===== src/rtl/cache_ctrl_if.sv =====
// Bus bundle for the cache controller: CPU handshake, tag/data store
// control and the write-through memory port, plus the statistics counters.
// master = the controller, slave = the surrounding CPU, stores and memory.
interface cache_ctrl_if #(
   parameter int CNT_W = 16
);
   logic             cpu_req;
   logic             cpu_we;
   logic [15:0]      cpu_addr;
   logic             cpu_ready;
   logic             cpu_hit;
   logic [9:0]       tag_index;
   logic             tag_wr;
   logic [3:0]       tag_wdata;
   logic [3:0]       tag_rdata;
   logic             data_we;
   logic             mem_req;
   logic             mem_we;
   logic [15:0]      mem_addr;
   logic             mem_ack;
   logic [CNT_W-1:0] hit_cnt;
   logic [CNT_W-1:0] miss_cnt;

   modport master (
      input  cpu_req, cpu_we, cpu_addr, tag_rdata, mem_ack,
      output cpu_ready, cpu_hit, tag_index, tag_wr, tag_wdata, data_we,
             mem_req, mem_we, mem_addr, hit_cnt, miss_cnt
   );

   modport slave (
      output cpu_req, cpu_we, cpu_addr, tag_rdata, mem_ack,
      input  cpu_ready, cpu_hit, tag_index, tag_wr, tag_wdata, data_we,
             mem_req, mem_we, mem_addr, hit_cnt, miss_cnt
   );
endinterface


===== src/rtl/cache_ctrl.sv =====
// Direct-mapped cache controller: read-allocate, write-through,
// no write-allocate. Tag store is external with a one-cycle registered
// read; the controller owns the valid bits and hit/miss statistics.
module cache_ctrl #(
   parameter int CACHESIZE = 1024,
   parameter int CNT_W     = 16
) (
   input  logic          clock,
   input  logic          reset,
   cache_ctrl_if.master  bus
);

   localparam int IW = $clog2(CACHESIZE);

   typedef enum logic [2:0] {IDLE, COMPARE, REFILL, UPDATE, WTHRU} state_t;

   state_t               state, state_nx;
   logic [15:0]          addr_q;
   logic                 we_q;
   logic                 hit_q;
   logic [CACHESIZE-1:0] valid;
   logic [CNT_W-1:0]     hit_cnt, miss_cnt;

   logic [9:0]           idx_q;
   logic [3:0]           tag_q;
   logic                 hit;

   logic                 tag_wr, data_we, cpu_ready, cpu_hit, mem_req, mem_we;
   logic                 cnt_hit, cnt_miss, set_valid;

   assign idx_q = addr_q[11:2];
   assign tag_q = addr_q[15:12];

   // tag_rdata is the registered lookup of the index presented in IDLE,
   // so it is valid exactly in COMPARE.
   assign hit = valid[idx_q[IW-1:0]] && (bus.tag_rdata == tag_q);

   // State register; reset aborts any memory transaction at once.
   always_ff @(posedge clock or negedge reset) begin
      if (!reset) state <= IDLE;
      else        state <= state_nx;
   end

   // Next-state and per-state control strobes.
   always_comb begin
      state_nx  = state;
      tag_wr    = 1'b0;
      data_we   = 1'b0;
      cpu_ready = 1'b0;
      cpu_hit   = 1'b0;
      mem_req   = 1'b0;
      mem_we    = 1'b0;
      cnt_hit   = 1'b0;
      cnt_miss  = 1'b0;
      set_valid = 1'b0;
      case (state)
         IDLE: begin
            if (bus.cpu_req) state_nx = COMPARE;
         end
         COMPARE: begin
            cnt_hit  = hit;
            cnt_miss = !hit;
            if (we_q) begin
               // write-through: update the data store only if the line is present
               data_we  = hit;
               state_nx = WTHRU;
            end else if (hit) begin
               cpu_ready = 1'b1;
               cpu_hit   = 1'b1;
               state_nx  = IDLE;
            end else begin
               state_nx = REFILL;
            end
         end
         REFILL: begin
            mem_req = 1'b1;
            if (bus.mem_ack) state_nx = UPDATE;
         end
         UPDATE: begin
            tag_wr    = 1'b1;
            data_we   = 1'b1;
            set_valid = 1'b1;
            cpu_ready = 1'b1;
            state_nx  = IDLE;
         end
         WTHRU: begin
            mem_req = 1'b1;
            mem_we  = 1'b1;
            if (bus.mem_ack) begin
               cpu_ready = 1'b1;
               cpu_hit   = hit_q;
               state_nx  = IDLE;
            end
         end
         default: state_nx = IDLE;
      endcase
   end

   // Latch the access in IDLE; remember the write lookup result for WTHRU.
   always_ff @(posedge clock or negedge reset) begin
      if (!reset) begin
         addr_q <= '0;
         we_q   <= 1'b0;
         hit_q  <= 1'b0;
      end else begin
         if (state == IDLE && bus.cpu_req) begin
            addr_q <= bus.cpu_addr;
            we_q   <= bus.cpu_we;
         end
         if (state == COMPARE) hit_q <= hit;
      end
   end

   // Valid bits: only a completed refill marks a line present.
   always_ff @(posedge clock or negedge reset) begin
      if (!reset)         valid <= '0;
      else if (set_valid) valid[idx_q[IW-1:0]] <= 1'b1;
   end

   // Saturating statistics, updated once per access in COMPARE.
   always_ff @(posedge clock or negedge reset) begin
      if (!reset) begin
         hit_cnt  <= '0;
         miss_cnt <= '0;
      end else begin
         if (cnt_hit  && hit_cnt  != {CNT_W{1'b1}}) hit_cnt  <= hit_cnt  + 1'b1;
         if (cnt_miss && miss_cnt != {CNT_W{1'b1}}) miss_cnt <= miss_cnt + 1'b1;
      end
   end

   assign bus.tag_index = (state == IDLE) ? bus.cpu_addr[11:2] : idx_q;
   assign bus.tag_wr    = tag_wr;
   assign bus.tag_wdata = tag_wr ? tag_q : 4'h0;
   assign bus.data_we   = data_we;
   assign bus.cpu_ready = cpu_ready;
   assign bus.cpu_hit   = cpu_hit;
   assign bus.mem_req   = mem_req;
   assign bus.mem_we    = mem_we;
   assign bus.mem_addr  = mem_req ? addr_q : 16'h0;
   assign bus.hit_cnt   = hit_cnt;
   assign bus.miss_cnt  = miss_cnt;

endmodule


===== src/flat_wrapper.sv =====
// flat-port wrapper written by rule: the top's interface ports become plain ports
module cache_ctrl_flat 
#(
   parameter int CACHESIZE = 1024,
   parameter int CNT_W     = 16
)
  (clock, reset, bus_cpu_req, bus_cpu_we, bus_cpu_addr, bus_tag_rdata, bus_mem_ack, bus_cpu_ready, bus_cpu_hit, bus_tag_index, bus_tag_wr, bus_tag_wdata, bus_data_we, bus_mem_req, bus_mem_we, bus_mem_addr, bus_hit_cnt, bus_miss_cnt);
  cache_ctrl_if #(.CNT_W(CNT_W)) bus_i ();
  input  logic clock;
  input  logic reset;
  input wire logic [$bits(bus_i.cpu_req)-1:0] bus_cpu_req;
  input wire logic [$bits(bus_i.cpu_we)-1:0] bus_cpu_we;
  input wire logic [$bits(bus_i.cpu_addr)-1:0] bus_cpu_addr;
  input wire logic [$bits(bus_i.tag_rdata)-1:0] bus_tag_rdata;
  input wire logic [$bits(bus_i.mem_ack)-1:0] bus_mem_ack;
  output wire logic [$bits(bus_i.cpu_ready)-1:0] bus_cpu_ready;
  output wire logic [$bits(bus_i.cpu_hit)-1:0] bus_cpu_hit;
  output wire logic [$bits(bus_i.tag_index)-1:0] bus_tag_index;
  output wire logic [$bits(bus_i.tag_wr)-1:0] bus_tag_wr;
  output wire logic [$bits(bus_i.tag_wdata)-1:0] bus_tag_wdata;
  output wire logic [$bits(bus_i.data_we)-1:0] bus_data_we;
  output wire logic [$bits(bus_i.mem_req)-1:0] bus_mem_req;
  output wire logic [$bits(bus_i.mem_we)-1:0] bus_mem_we;
  output wire logic [$bits(bus_i.mem_addr)-1:0] bus_mem_addr;
  output wire logic [$bits(bus_i.hit_cnt)-1:0] bus_hit_cnt;
  output wire logic [$bits(bus_i.miss_cnt)-1:0] bus_miss_cnt;
  assign bus_i.cpu_req = bus_cpu_req;
  assign bus_i.cpu_we = bus_cpu_we;
  assign bus_i.cpu_addr = bus_cpu_addr;
  assign bus_i.tag_rdata = bus_tag_rdata;
  assign bus_i.mem_ack = bus_mem_ack;
  assign bus_cpu_ready = bus_i.cpu_ready;
  assign bus_cpu_hit = bus_i.cpu_hit;
  assign bus_tag_index = bus_i.tag_index;
  assign bus_tag_wr = bus_i.tag_wr;
  assign bus_tag_wdata = bus_i.tag_wdata;
  assign bus_data_we = bus_i.data_we;
  assign bus_mem_req = bus_i.mem_req;
  assign bus_mem_we = bus_i.mem_we;
  assign bus_mem_addr = bus_i.mem_addr;
  assign bus_hit_cnt = bus_i.hit_cnt;
  assign bus_miss_cnt = bus_i.miss_cnt;
  cache_ctrl #(.CACHESIZE(CACHESIZE), .CNT_W(CNT_W)) u_core (.clock(clock), .reset(reset), .bus(bus_i));
endmodule

===== config.mk =====
export PLATFORM = sky130hd
export DESIGN_NAME = cache_ctrl_flat
export DESIGN_NICKNAME = d
export VERILOG_FILES = /design/src/rtl/cache_ctrl_if.sv /design/src/rtl/cache_ctrl.sv /design/src/flat_wrapper.sv
export SDC_FILE = /design/constraint.sdc
export NUM_CORES = 1
export LEC_CHECK = 0
export ABC_AREA = 0
export CAP_MARGIN = 20
export CORE_ASPECT_RATIO = 2
export CORE_MARGIN = 2
export CORE_UTILIZATION = 25
export CTS_CLUSTER_DIAMETER = 150
export DETAILED_ROUTE_END_ITERATION = 16
export PLACE_DENSITY = 0.48
export SLEW_MARGIN = 20
export SYNTH_ARGS = -nofsm -noshare
export SYNTH_HDL_FRONTEND = slang
export SYNTH_SLANG_ARGS = --single-unit

===== constraint.sdc =====
create_clock -name clock -period 4.76 [get_ports clock]
set_input_delay 1.19 -clock clock [delete_from_list [all_inputs] [get_ports clock]]
set_output_delay 1.19 -clock clock [all_outputs]
set_load 0.01 [all_outputs]

== Word level (Yosys, flattened, before mapping) ==
Cells that the tools add are included.

* Register bits after elaboration: 1077
* Input port bits: 25
* Output and inout bits: 68
* Word-level logic and storage cells: 57

* $add $sub $neg: 2
* $lt $le $gt $ge: 2
* Equal/unequal tests: 10
* Multiplexer cells: 26
* Bitwise logic cells: 1
* Reduce and logical (&&, ||, !) cells: 9

{| class="wikitable"
|+ Operators with widths
! operator !! count
|-
| bitwise OR 1024 bit || 1
|-
| adder 16 x 1 -> 16 bit, second input constant || 2
|-
| inequality test 16 bit, second input constant || 2
|-
| two-way mux 16 bit || 1
|-
| two-way mux 1 bit || 12
|-
| two-way mux 3 bit || 4
|-
| case mux 3 bit (4 select lines) || 1
|-
| less-than comparator 10 x 11 -> 1 bit, second input constant || 1
|-
| binary-select mux 1 bit (select 10 bit) || 1
|-
| demux 1 bit (select 10 bit) || 1
|-
| greater-or-equal comparator 10 x 1 -> 1 bit, second input constant || 1
|-
| two-way mux 10 bit || 1
|-
| == test 3 x 2 -> 1 bit, second input constant || 2
|-
| inequality test 2 bit, second input constant || 3
|-
| logical AND 1 bit || 5
|-
| == test 4 bit || 1
|-
| two-way mux 4 bit || 1
|-
| case mux 1 bit (2 select lines) || 2
|-
| == test 3 x 1 -> 1 bit, second input constant || 1
|-
| == test 3 bit, second input constant || 1
|-
| logical NOT 3 bit || 1
|-
| case mux 1 bit (3 select lines) || 1
|-
| AND reduction 3 bit || 1
|-
| two-way mux 2 bit || 1
|-
| 2 further kinds || 2
|}

== Longest topological paths before layout ==
* Depth in word-level cells: 6
* Depth in mapped cells: 15
* Depth with buffers taken out: 10

== Least setup slack after synthesis ==
OpenSTA, ideal clock, no wires.

* Kind: flip-flop to output port
* Start point: reg u_core.addr_q[2]
* End point: out bus_cpu_hit
* Arrival time: 2776 ps
* Data required time: 3570 ps
* Setup slack: 794 ps
* Cell stages (with the launch flop): 15
* Path buffers: 4
* Path through: dfrtp_1 -> buf_6 -> or4b_2 -> buf_2 -> buf_4 -> o22ai_1 -> nor3_1 -> a31oi_1 -> nand4_1 -> nand2_1 -> nor4_4 -> nor2b_4 -> buf_6 -> nand2_1 -> o21ai_0

* Longest elaborated chain between the ends: 6

{| class="wikitable"
|+ Ends and longest elaborated chain
! item !! RTL line !! RTL
|-
| start, declared || cache_ctrl.sv:18 || <nowiki>logic [15:0] addr_q;</nowiki>
|-
| start signal, assigned || cache_ctrl.sv:107 || <nowiki>addr_q <= bus.cpu_addr;</nowiki>
|-
| binary-select mux 1 bit (select 10 bit) || cache_ctrl.sv:36 || <nowiki>assign hit = valid[idx_q[IW-1:0]] && (bus.tag_rdata == tag_q);</nowiki>
|-
| two-way mux 1 bit (implied by the code) || cache_ctrl.sv:36 ||
|-
| logical AND 1 bit || cache_ctrl.sv:36 ||
|-
| two-way mux 1 bit || cache_ctrl.sv:67 || <nowiki>end else if (hit) begin</nowiki>
|-
| two-way mux 1 bit || cache_ctrl.sv:63 || <nowiki>if (we_q) begin</nowiki>
|-
| case mux 1 bit (2 select lines) || cache_ctrl.sv:56 || <nowiki>case (state)</nowiki>
|-
| end, declared || flat_wrapper.sv:17 || <nowiki>output wire logic [$bits(bus_i.cpu_hit)-1:0] bus_cpu_hit;</nowiki>
|}

No other way between the ends. The select of a mux whose other input is x is not followed.

== Worst setup path in the final report ==
* Start point: reg u_core.addr_q[6]
* End point: out bus_cpu_hit

Same word-level chain as after synthesis.

==> impl_metrics.toml <==
[setup_path]
end_kind = "output port"
critPathKind = "flip-flop to output port"
arrival_ps = 4020
cp_max_fo = 13
r2r_cells = 19
cp-start-kind = "flip-flop"
critPathRequiredTime_ps = 3570

[global_route]
antenna_found_initial = 4
grtUsageTotal = 0.196
grt.overflow.total = 0
grt_max_degree = 127
first_global_vias = 35000
grt_pass1_wl_um = 266000

[timing]
worst_hold_slack_ps = 454
period_share = 1.09
period_needed_ps = 5210
fin_setup_tns_ps = -1290
setup-violations-final = 3
setup_slack_ps = -449
hold_viol = 0
finClkSkew_ps = 41.6
grt_setup_unrepaired = "true"
slew_headroom = 0.292
fmax_mhz = 192
worst_slew_pin_slew_ps = 1060
slew_violations = 0

[yosys]
ys_seq_area_frac = 0.587
synth_area_leaders = "dfrtp_1 59%, mux2i_1 11%, a21o_1 8.4%"
avgSynthCellArea_um2 = 12.6
synth-seq-cells = 1077
yosys.area.top_type_share = 0.587
synth_warnings = 0
ys_types = 54
yosys.area.top_type = "dfrtp_1"
syn_nets = 3680
synthesis.area_um2 = 45900
syn_inst = 3653

[cts]
clock_latency_ps = 720
path_clk_slew_ps = 70
cts_tree = "yes"
htreeDepth = 3
cts_buffer_depth = 3
clock-sinks = 1077
cts_buffers = 91
root_buffer = "clkbuf_16"
hold_buffers = 0

[run_status]
status = "complete, but fails checks"
violations = "setup timing"

[min_path]
min_path_type = "flip-flop to flip-flop"
min_path_cells = 1

[place]
portBuffers = 92
routabilityCongestion = 0.825
placed_area_um2 = 52500
dp_cells = 6194
pre_cts_ws_ps = -545
dp_hpwl_um = 115000

[drt]
ant_nets = 0
drt_iter0_drc = 2556
vias = 32900
vias_per_cell = 5.12
wl_per_cell_um = 28.9
drt-total-wl_um = 185000
post-route-drc-count = 0
drt_pass1_iterations = 5

[final_layout]
design_area_um2 = 57500
nNetsFinal = 4015
instances_no_fill = 6416
fill_cells = 18200
drive_above_1_share = 0.205
fin_util = 0.315
syn2layout_area_growth_pct = 25.3

[floorplan]
fp.dieW_um = 307
coreArea_um2 = 182000
dieArea_um2 = 187000
rows = 222
start_util = 0.251
die_h_um = 610
ios = 93

[pwr]
power.leakage_nw = 30.0
ir_worst_vdd_mv = 0.279
p_total_mw = 28.4
power-per-cell-area_nw_per_um2 = 494

[job]
maxCapViolations = 0
registers in the layout, summed over array words and instances (netlist names):
| signal | flops |
|---|---|
| u_core.we_q | 1 |
| u_core.addr_q | 16 |
| u_core.state | 3 |
| u_core.bus.hit_cnt | 16 |
| u_core.hit_q | 1 |
| u_core.bus.miss_cnt | 16 |
| u_core.valid | 1024 |
synth_stat cells (all sizes together):
library cell	count
nor4b	1
inv	7
o2111ai	24
nand3	21
clkbuf	192
mux2i	513
nand2b	8
nor2	75
ha	2
and3	17
o21bai	512
or4b	5
and3b	2
xor2	11
xnor2	22
a21oi	2
or2	3
a21o	512
nand4b	5
nor4	36
nor3b	5
o22a	24
nand4bb	6
or3	4
mux2	30
and2	25
nand4	15
buf	123
o21ai	38
o22ai	200
nor2b	9
nand2	66
or3b	6
dfrtp	1077
or4	3
nor3	39
nand3b	4
a31oi	8
and4b	1
worst max-delay path, stage by stage (launching register included):
cell,delay (ps)
dfrtp_1,420
buf_4,170
or4_4,530
buf_12,220
buf_12,180
o22ai_2,170
nor4_4,80
a31oi_2,250
nand4_1,260
buf_4,230
nand2_4,60
nor4_4,50
buf_12,140
nor2b_4,120
nand2_2,80
o21ai_0,150
buf_2,160
cells in the final DEF (no fill, tap or decap), types with 53 or more instances in the layout:
cell type	n
dfrtp_1	1073
o21bai_1	512
a21o_1	512
mux2i_1	484
buf_4	350
o22ai_1	182
clkbuf_16	96
clkdlybuf4s50_1	88
buf_12	69
nor2_1	58
nand2_1	53
final timing paths:
kind / end / startpoint / slack, ps
setup / recovery: bus_cpu_hit / u_core.addr_q[6] / -450
hold / removal: u_core.valid[629] / u_core.valid[629] / 450
setup reg to reg: u_core.bus.miss_cnt[14] / u_core.addr_q[3] / 530
hold reg to reg: u_core.valid[629] / u_core.valid[629] / 450
max in group asynchronous: u_core.addr_q[3] / reset / 3050
min in group asynchronous: u_core.valid[975] / reset / 500
routing by layer:
metal | track usage | wire length (um) | up-vias
met2 | 0.356 | 97200 | 968
met5 | 0 | 13 | -
li1 | - | - | 14000
met4 | 0.111 | 12000 | 2
met3 | 0.0198 | 7200 | 420
met1 | 0.221 | 69100 | 17500
repair_timing:
item                                    in CTS  in global routing
gates resized for setup                    148                 64
setup buffers                               35                 15
cloned                                      10                  3
endpoints found under the setup margin       3                  3
pin swaps                                   51                 31
cells by family after synthesis:
logic type / after synthesis / share of synthesized area
muxes: 543 / 0.119
and+or+nand+nor: 356 / 0.0432
adders and majority gates: 2 / 0.000545
AOI/OAI and AO/OA: 1320 / 0.209
xor gates and xnor gates: 33 / 0.00663
buffers and inverters: 322 / 0.0336
DFF: 1077 / 0.587
final cells by class:
cell class / instances / area [um^2] / area share
clock buffers: 123 / 2670 / 0.0464
inverters: 7 / 26.3 / 0.000457
well taps: 2352 / 2940 / 0.0512
diodes: 3 / 7.51 / 0.000131
clock inverters: 43 / 602 / 0.0105
flip-flops and latches: 1077 / 27000 / 0.469
multi-input cells: 2254 / 18500 / 0.322
repair buffers: 557 / 5770 / 0.100
power breakdown:
group	total (mW)	switching, mW	internal (mW)	leakage [nW]
Sequential	9.99	0.364	9.62	15.0
Clock	8.42	3.75	4.66	1.60
Combinational	10.0	5.71	4.32	13.4
Total	28.4	9.83	18.6	30.0
Power figures use the tool's default switching activity.
